--- config.mk ---
export PLATFORM = sky130hd
export DESIGN_NAME = ai_move_engine_flat
export DESIGN_NICKNAME = d
export VERILOG_FILES = /design/src/rtl/ai_move_engine_if.sv /design/src/rtl/ai_move_engine.sv /design/src/flat_wrapper.sv
export SDC_FILE = /design/constraint.sdc
export NUM_CORES = 1
export LEC_CHECK = 0
export ABC_AREA = 1
export CORE_MARGIN = 4
export CORE_UTILIZATION = 60
export DETAILED_ROUTE_END_ITERATION = 6
export HOLD_SLACK_MARGIN = 0.12
export PLACE_DENSITY = 0.94
export SETUP_SLACK_MARGIN = 0.15
export SLEW_MARGIN = 20
export SYNTH_ARGS = -nofsm -noshare
export SYNTH_HDL_FRONTEND = slang
export SYNTH_SLANG_ARGS = --single-unit
--- constraint.sdc ---
create_clock -name clk -period 9.95 [get_ports clk]
set_input_delay 1.99 -clock clk [delete_from_list [all_inputs] [get_ports clk]]
set_output_delay 1.99 -clock clk [all_outputs]
set_load 0.05 [all_outputs]
--- src/rtl/ai_move_engine_if.sv ---
// ai_move_engine_if: turn request, board snapshot source and move offer handshake between controller, board and AI engine
interface ai_move_engine_if;
    logic        start;
    logic [17:0] board;
    logic [1:0]  win;
    logic        move_ack;
    logic        busy;
    logic        move_valid;
    logic [1:0]  move_row;
    logic [1:0]  move_col;
    logic [1:0]  move_xoro;
    logic        no_move;
    modport master (
        output start, board, win, move_ack,
        input  busy, move_valid, move_row, move_col, move_xoro, no_move
    );
    modport slave (
        input  start, board, win, move_ack,
        output busy, move_valid, move_row, move_col, move_xoro, no_move
    );
endinterface

--- src/rtl/ai_move_engine.sv ---
// ai_move_engine: snapshots the board on start, scans one priority step per cycle, offers a single AI placement
module ai_move_engine #(
    parameter logic [1:0] AI_MARK    = 2'b10,
    parameter logic [1:0] HUMAN_MARK = 2'b01,
    parameter bit         EN_BLOCK   = 1'b1
) (
    input logic             clk,
    input logic             reset,
    ai_move_engine_if.slave bus
);
    typedef enum logic [1:0] {IDLE, SCAN, OFFER, NOMOVE} state_t;
    state_t      state, state_nx;
    logic [4:0]  step, step_nx;
    logic [17:0] snap, snap_nx;
    logic [1:0]  row, col, row_nx, col_nx;
    logic [11:0] lc;
    logic [1:0]  mark, v0, v1, v2, hits, empties;
    logic [3:0]  sc, target;
    logic        line_hit, hit;

    function automatic logic [11:0] line_cells(input logic [2:0] k);
        case (k)
            3'd0:    return {4'd0, 4'd1, 4'd2};
            3'd1:    return {4'd3, 4'd4, 4'd5};
            3'd2:    return {4'd6, 4'd7, 4'd8};
            3'd3:    return {4'd0, 4'd3, 4'd6};
            3'd4:    return {4'd1, 4'd4, 4'd7};
            3'd5:    return {4'd2, 4'd5, 4'd8};
            3'd6:    return {4'd0, 4'd4, 4'd8};
            default: return {4'd2, 4'd4, 4'd6};
        endcase
    endfunction

    function automatic logic [3:0] single_cell(input logic [4:0] s);
        case (s)
            5'd16:   return 4'd4;
            5'd17:   return 4'd0;
            5'd18:   return 4'd2;
            5'd19:   return 4'd6;
            5'd20:   return 4'd8;
            5'd21:   return 4'd1;
            5'd22:   return 4'd3;
            5'd23:   return 4'd5;
            default: return 4'd7;
        endcase
    endfunction

    function automatic logic [1:0] cell_of(input logic [17:0] b, input logic [3:0] i);
        return b[{i, 1'b0} +: 2];
    endfunction

    // evaluate the current scan step against the snapshot; code 11 never equals a mark nor reads as empty
    always_comb begin
        lc       = line_cells(step[2:0]);
        mark     = step[3] ? HUMAN_MARK : AI_MARK;
        v0       = cell_of(snap, lc[11:8]);
        v1       = cell_of(snap, lc[7:4]);
        v2       = cell_of(snap, lc[3:0]);
        hits     = 2'(v0 == mark) + 2'(v1 == mark) + 2'(v2 == mark);
        empties  = 2'(v0 == 2'b00) + 2'(v1 == 2'b00) + 2'(v2 == 2'b00);
        line_hit = hits == 2'd2 && empties == 2'd1 && (!step[3] || EN_BLOCK);
        sc       = single_cell(step);
        hit      = step[4] ? cell_of(snap, sc) == 2'b00 : line_hit;
        target   = step[4] ? sc : v0 == 2'b00 ? lc[11:8] : v1 == 2'b00 ? lc[7:4] : lc[3:0];
    end

    // next-state, snapshot capture and move coordinate selection
    always_comb begin
        state_nx = state;
        step_nx  = step;
        snap_nx  = snap;
        row_nx   = row;
        col_nx   = col;
        case (state)
            IDLE: if (bus.start) begin
                if (bus.win != 2'b00) state_nx = NOMOVE;
                else begin
                    snap_nx  = bus.board;
                    step_nx  = 5'd0;
                    state_nx = SCAN;
                end
            end
            SCAN: if (hit) begin
                row_nx   = target >= 4'd6 ? 2'd2 : target >= 4'd3 ? 2'd1 : 2'd0;
                col_nx   = (target == 4'd1 || target == 4'd4 || target == 4'd7) ? 2'd1 :
                           (target == 4'd2 || target == 4'd5 || target == 4'd8) ? 2'd2 : 2'd0;
                state_nx = OFFER;
            end else if (step == 5'd24) state_nx = NOMOVE;
            else step_nx = step + 5'd1;
            OFFER:   if (bus.move_ack) state_nx = IDLE;
            default: state_nx = IDLE;
        endcase
    end

    // state, step counter, snapshot and offered coordinates
    always_ff @(posedge clk) begin
        if (reset) begin
            state <= IDLE;
            step  <= 5'd0;
            snap  <= 18'd0;
            row   <= 2'd0;
            col   <= 2'd0;
        end else begin
            state <= state_nx;
            step  <= step_nx;
            snap  <= snap_nx;
            row   <= row_nx;
            col   <= col_nx;
        end
    end

    assign bus.busy       = state != IDLE;
    assign bus.move_valid = state == OFFER;
    assign bus.move_row   = state == OFFER ? row : 2'd0;
    assign bus.move_col   = state == OFFER ? col : 2'd0;
    assign bus.move_xoro  = state == OFFER ? AI_MARK : 2'd0;
    assign bus.no_move    = state == NOMOVE;
endmodule

--- src/flat_wrapper.sv ---
// flat-port wrapper written by rule: the top's interface ports become plain ports
module ai_move_engine_flat 
#(
    parameter logic [1:0] AI_MARK    = 2'b10,
    parameter logic [1:0] HUMAN_MARK = 2'b01,
    parameter bit         EN_BLOCK   = 1'b1
)
  (clk, reset, bus_start, bus_board, bus_win, bus_move_ack, bus_busy, bus_move_valid, bus_move_row, bus_move_col, bus_move_xoro, bus_no_move);
  ai_move_engine_if bus_i ();
  input logic clk;
  input logic reset;
  input wire logic [$bits(bus_i.start)-1:0] bus_start;
  input wire logic [$bits(bus_i.board)-1:0] bus_board;
  input wire logic [$bits(bus_i.win)-1:0] bus_win;
  input wire logic [$bits(bus_i.move_ack)-1:0] bus_move_ack;
  output wire logic [$bits(bus_i.busy)-1:0] bus_busy;
  output wire logic [$bits(bus_i.move_valid)-1:0] bus_move_valid;
  output wire logic [$bits(bus_i.move_row)-1:0] bus_move_row;
  output wire logic [$bits(bus_i.move_col)-1:0] bus_move_col;
  output wire logic [$bits(bus_i.move_xoro)-1:0] bus_move_xoro;
  output wire logic [$bits(bus_i.no_move)-1:0] bus_no_move;
  assign bus_i.start = bus_start;
  assign bus_i.board = bus_board;
  assign bus_i.win = bus_win;
  assign bus_i.move_ack = bus_move_ack;
  assign bus_busy = bus_i.busy;
  assign bus_move_valid = bus_i.move_valid;
  assign bus_move_row = bus_i.move_row;
  assign bus_move_col = bus_i.move_col;
  assign bus_move_xoro = bus_i.move_xoro;
  assign bus_no_move = bus_i.no_move;
  ai_move_engine #(.AI_MARK(AI_MARK), .HUMAN_MARK(HUMAN_MARK), .EN_BLOCK(EN_BLOCK)) u_core (.clk(clk), .reset(reset), .bus(bus_i));
endmodule
# Word level (Yosys, flattened, before mapping)
# Memories as Yosys holds them, arrays and structs flattened. A register that Yosys moved wholly into a read port is not among the register bits.
# Index checks and enable logic that the tools add are counted.
totals:
  regBits: 29
  mem_bits_ro: 128
  memories: 1
op_classes:
  n_shift: 4
  bitwise: 1
  n_reduce_logical: 18
  addsub: 5
  muxes: 26
  order_cmp: 2
  n_eq_ne: 27
memory_table:
  columns: ["name", "words", "word_bits", "rd", "rd_clocked_by_memory_dff", "write_ports", "line_no", "text"]
  rows:
  - ["(no name shown)", 32, 4, 1, 1, 0, "ai_move_engine.sv:35", "case (s)"]
op_table:
  columns: ["operator", "n"]
  rows:
  - ["one-hot mux 11 bit (7 select lines)", 1]
  - ["variable part select 18 x 6 -> 2 bit", 3]
  - ["2-to-1 mux 5 bit", 6]
  - ["2-to-1 mux 2 bit", 12]
  - ["variable part select 18 x 5 -> 2 bit", 1]
  - ["equality test 4 x 3 -> 1 bit (second input constant)", 3]
  - ["2-to-1 mux 4 bit", 3]
  - ["zero test 2 bit", 5]
  - ["inequality test 2 bit (second input constant)", 5]
  - ["one-hot mux 5 bit (2 select lines)", 1]
  - ["equality test 3 bit (second input constant)", 3]
  - ["equality test 2 bit", 3]
  - ["equality test 2 bit (second input constant)", 3]
  - ["equality test 3 x 2 -> 1 bit (second input constant)", 2]
  - ["one-hot mux 2 bit (3 select lines)", 1]
  - ["AND reduction 3 bit", 2]
  - ["nonzero test 2 bit", 3]
  - ["adder 5 x 1 -> 5 bit (second input constant)", 1]
  - ["equality test 5 bit (second input constant)", 1]
  - ["AND reduction 5 bit", 1]
  - ["adder 1 x 1 -> 2 bit", 2]
  - ["adder 2 x 1 -> 2 bit", 2]
  - ["equality test 2 x 1 -> 1 bit (second input constant)", 2]
  - ["equality test 4 x 1 -> 1 bit (second input constant)", 1]
  - ["12 further kinds", 16]

# Longest topological paths before layout
depth:
  ltp_word: 13
  depth_mapped: 29

# Worst setup path after synthesis
# Ideal clock, no wire load.
synth_timing:
  kind: "register to output"
  startpoint: "reg u_core.state[1]"
  endpoint: "out bus_move_col[0]"
  required_time_ns: 7.960
  slack_ns: 5.882
  path_buffers: 0
  path_stages_with_launch: 5
  t_arrival_ns: 2.078
  path_cell_list: "dfxtp_1 > inv_1 > nor2_1 > inv_1 > nor2_1"
synth_via:
  elab_chain_len: 2
synth_rtl:
  columns: ["item", "line_no", "text"]
  rows:
  - ["start, declared", "ai_move_engine.sv:12", "state_t state, state_nx;"]
  - ["start signal, assigned", "ai_move_engine.sv:104", "state <= state_nx;"]
  - ["equality test 2 bit", null, null]
  - ["named net bus_move_valid", "flat_wrapper.sv:17", "output wire logic [$bits(bus_i.move_valid)-1:0] bus_move_valid;"]
  - ["2-to-1 mux 2 bit", "ai_move_engine.sv:115", "assign bus.move_col = state == OFFER ? col : 2'd0;"]
  - ["end, declared", "flat_wrapper.sv:19", "output wire logic [$bits(bus_i.move_col)-1:0] bus_move_col;"]
# The timed path passes the listed nets, and every way through them passes these cells.

# Worst setup path in the final report
layout_timing:
  startpoint: "reg u_core.step[0]"
  endpoint: "reg u_core.sc[2] (netlist name)"
layout_via:
  elab_chain_len: 13
  word_cells_on_any_way: 35
  cone_classes: "add/sub (5); eq/ne (14); shift (3); mux (7); reduce/logical (6)"
layout_rtl:
  columns: ["item", "line_no", "text"]
  rows:
  - ["start, declared", "ai_move_engine.sv:13", "logic [4:0] step, step_nx;"]
  - ["start signal, assigned", "ai_move_engine.sv:105", "step <= step_nx;"]
  - ["equality test 3 bit (tied with other cells)", "ai_move_engine.sv:22", "case (k)"]
  - ["one-hot mux 11 bit (7 select lines)", "ai_move_engine.sv:22", null]
  - ["variable part select 18 x 6 -> 2 bit / variable part select 18 x 5 -> 2 bit (equally long branches)", "ai_move_engine.sv:49", "return b[{i, 1'b0} +: 2];"]
  - ["equality test 2 bit / zero test 2 bit (equally long branches)", "ai_move_engine.sv:59, ai_move_engine.sv:60", null]
  - ["adder 1 x 1 -> 2 bit (on tied branches)", "ai_move_engine.sv:59, ai_move_engine.sv:60", null]
  - ["adder 2 x 1 -> 2 bit (on tied branches)", "ai_move_engine.sv:59, ai_move_engine.sv:60", null]
  - ["equality test 2 bit / equality test 2 x 1 -> 1 bit (equally long branches)", "ai_move_engine.sv:61", "line_hit = hits == 2'd2 && empties == 2'd1 && (!step[3] || EN_BLOCK);"]
  - ["logical AND 1 bit", "ai_move_engine.sv:61", null]
  - ["2-to-1 mux 1 bit", "ai_move_engine.sv:63", "hit = step[4] ? cell_of(snap, sc) == 2'b00 : line_hit;"]
  - ["inequality test 2 bit (no source line)", null, null]
  - ["AND reduction 5 bit (no source line)", null, null]
  - ["2-to-1 mux 5 bit (no source line) (*) (2 in a row)", null, null]
# Every way passes the cells marked *; elsewhere a longest branch is shown, timed or not. The select of a mux whose other input is x is not followed.
# A chain may end at the register's enable or synchronous reset.

==> results.py <==
metrics = {
    "outcome": {
        "status": "finished clean",
    },
    "routing": {
        "drt_iter0_drc": 269,
        "via_count": 2676,
        "routed_wl_um": 6780,
        "vias_per_cell": 5.72,
        "dr.pass1.iters": 7,
        "ant_nets": 0,
        "drc": 0,
        "wl_per_cell_um": 14.5,
    },
    "logic_synthesis": {
        "avgSynthCellArea_sq_um": 6.54,
        "ys_seq_area_frac": 0.260,
        "synth.distinct_cells": 38,
        "synth_compound_area_frac": 0.167,
        "async_flop_share": 0,
        "ys.flop_type": "dfxtp_1",
        "synth_nets": 423,
        "synth_top_family_by_area": "simple AND/OR/NAND/NOR gates",
        "synth_edf_count": 0,
        "ys_ff_latch": 33,
        "synth-simple-area-share": 0.392,
        "synth_mux_area_frac": 0,
        "yosys_warnings": 0,
        "netlist_instances": 389,
        "syn-cell-area_sq_um": 2540,
        "synthXorXnorAreaFrac": 0.00689,
        "synth-adder-area-share": 0.0551,
    },
    "sta": {
        "rsz0062_at_grt": "false",
        "final_hold_viol_count": 0,
        "clock.fmax_ghz": 0.209,
        "relSlewSlack": 0.592,
        "layout_setup_ws_ps": 5170,
        "setup_viol": 0,
        "period_needed_ps": 4780,
        "worst_pin_slew_ps": 612,
        "worst_hold_slack_ps": 480,
        "fin_crit_sh": 0.480,
        "setup-tns-final_ps": 0,
        "finClkSkew_ps": 4.48,
        "drv_slew": 0,
    },
    "clock_tree": {
        "cts_hold_buffers": 0,
        "root_buffer": "clkbuf_8",
        "clk_latency_ps": 280,
        "clockBufferDepth": 2,
        "cts_setup_buffers": 0,
        "clock-sinks": 33,
        "cts_tree": "yes",
        "path_clk_slew_ps": 70,
        "cts_made_buffers": 5,
        "cts_resized": 0,
        "htreeDepth": 2,
    },
    "critical_path": {
        "timing.critical_path.slowest_cell_delay_ps": 540,
        "critPathKind": "reg -> reg",
        "crit_family": "simple AND/OR/NAND/NOR gates",
        "critPathMaxFanout": 11,
        "cp.arrival_ps": 4990,
        "cp_common_cell": "o21ai_0",
        "critPathCaptureType": "flip-flop",
        "critPathBufInv": 2,
        "critPathRequiredTime_ps": 10160,
        "critPathLaunchType": "flip-flop",
        "path_cells": "inv_1 -> ha_1 -> nor2_1 -> nand3_4 -> nand2_2 -> o21ai_0 -> o21ai_0 -> o21ai_0 -> o21ai_0 -> nor2_1 -> a21oi_1 -> nand2_1 -> fa_1 -> nand3_1 -> nand2_1 -> nand3_1 -> nand2_1 -> inv_1 -> a31oi_1 -> nor2_1 -> ha_1 -> o211ai_1",
        "cp_slowest_cell": "fa_1",
    },
    "final_layout": {
        "antenna_cells": 0,
        "seq_area_sq_um": 661,
        "drive_above_1_share": 0.117,
        "fin_cells": 468,
        "multi_input_area_sq_um": 1590,
        "fillers": 327,
        "area_growth_syn_to_layout_pct": 16.7,
        "nNetsFinal": 451,
    },
    "floorplan": {
        "coreArea_sq_um": 4060,
        "ios": 33,
        "row_count": 23,
        "fp.dieH_um": 73.1,
        "die_x_um": 73.1,
        "start_util": 0.627,
        "die-area_sq_um": 5340,
    },
    "flow_run": {
        "drv_cap": 0,
    },
    "global_routing": {
        "grt_overflow": 0,
        "grt_max_degree": 39,
        "grt_antenna_before_repair": 0,
        "grt_pass1_vias": 2457,
        "grt_pass1_wl_um": 11300,
        "grt_use_total": 0.268,
        "gr-usage-met3": 0.0523,
        "top_usage_layer": "met2",
        "met2_usage": 0.420,
        "grt_util_met1": 0.371,
    },
    "placed_design": {
        "hpwl_um": 5240,
        "post-place-ws_ps": 5040,
        "io_buffers": 31,
        "gp_congestion": 1.06,
        "dp_cells": 460,
    },
    "hold_path": {
        "hp-class": "reg -> reg",
    },
    "power": {
        "total_power_mw": 1.10,
        "leakagePower_nw": 1.30,
        "power_density_nw_per_um2": 371,
        "ir_drop_mv": 0.178,
    },
}
[worst reg2reg max path, delay by kind of cell, from the launching register on]
family	cells	cell delay, ps
fa+ha+maj	3	1140
buf+inv	2	270
compound gates	7	1290
flops	1	390
simple gates	10	1640
[layout make-up]
class,instances,share of cell area
clock inverters,1,0.0101
well taps,50,0.0211
clock buffers,7,0.0291
repair buffers,31,0.105
multi-input cells,285,0.535
flip-flops and latches,33,0.223
inverters,61,0.0780
[power breakdown]
group	internal [mW]	leakage [nW]	switching [mW]
logic	0.266	0.969	0.537
registers	0.149	0.268	0.0188
clock network	0.0816	0.0585	0.0497
total	0.496	1.30	0.605
[cells in the final DEF (no fill, tap or decap), drive strengths merged, types with 2 or more instances in the layout]
cell	n
nand2	93
nand3	70
inv	60
o21ai	35
dfxtp	33
clkdlybuf4s50	31
a21oi	28
nor2	27
ha	8
clkbuf	7
o211ai	5
nor3	4
o311ai	2
xor2	2
nand4	2
fa	2
[kinds of logic (layout without fill, tap and decap cells)]
| group | after synthesis | count (layout) |
|---|---|---|
| flops | 33 | 33 |
| compound gates | 74 | 74 |
| simple gates | 198 | 198 |
| fa+ha+maj | 10 | 10 |
| other cells | 1 | 1 |
| xor+xnor | 2 | 2 |
| buf+inv | 71 | 100 |
[per-layer routing]
layer  vias up  wire length, um
li1       1335                -
met1      1197             2860
met2       136             3160
met3         8              660
met4         0               97
met5         -                0
[per-stage QoR]
stage | area, sq um | util
floorplan | 2540 | -
global placement | 2850 | 0.702
detailed placement | 2850 | 0.702
CTS | 2960 | 0.730
global route | 2970 | 0.731
finish | 2970 | 0.731
[worst paths after layout]
check	startpoint	to	slack, ps	cells after the start
hold / removal	u_core.row[0]	u_core.row[0]	480	2
hold reg to reg	u_core.row[0]	u_core.row[0]	480	2
setup reg to reg	u_core.step[0]	u_core.sc[2]	5170	22
setup / recovery	u_core.step[0]	u_core.sc[2]	5170	22
[synth_stat cells (2+ instances only)]
cell	count	area (sq um)
a21oi_1	27	135
buf_4	2	15.0
clkbuf_1	6	22.5
dfxtp_1	33	661
fa_1	2	40.0
ha_1	8	100
inv_1	54	203
inv_2	5	18.8
nand2_1	74	278
nand2_2	12	75.1
nand2_4	7	78.8
nand3_1	60	300
nand3_2	9	90.1
nand4_1	2	12.5
nor2_1	25	93.8
nor3_1	4	20.0
o211ai_1	5	37.5
o21ai_0	31	155
o21ai_2	2	17.5
o311ai_0	2	17.5
xor2_1	2	17.5
[sequential cells by signal (all words and copies together), names as in the netlist]
name and flops:
u_core.col 2, u_core.state 2, u_core.snap 18, u_core.sc 4, u_core.step 5, u_core.row 2
Note: power is estimated with default switching activity, not from simulation.
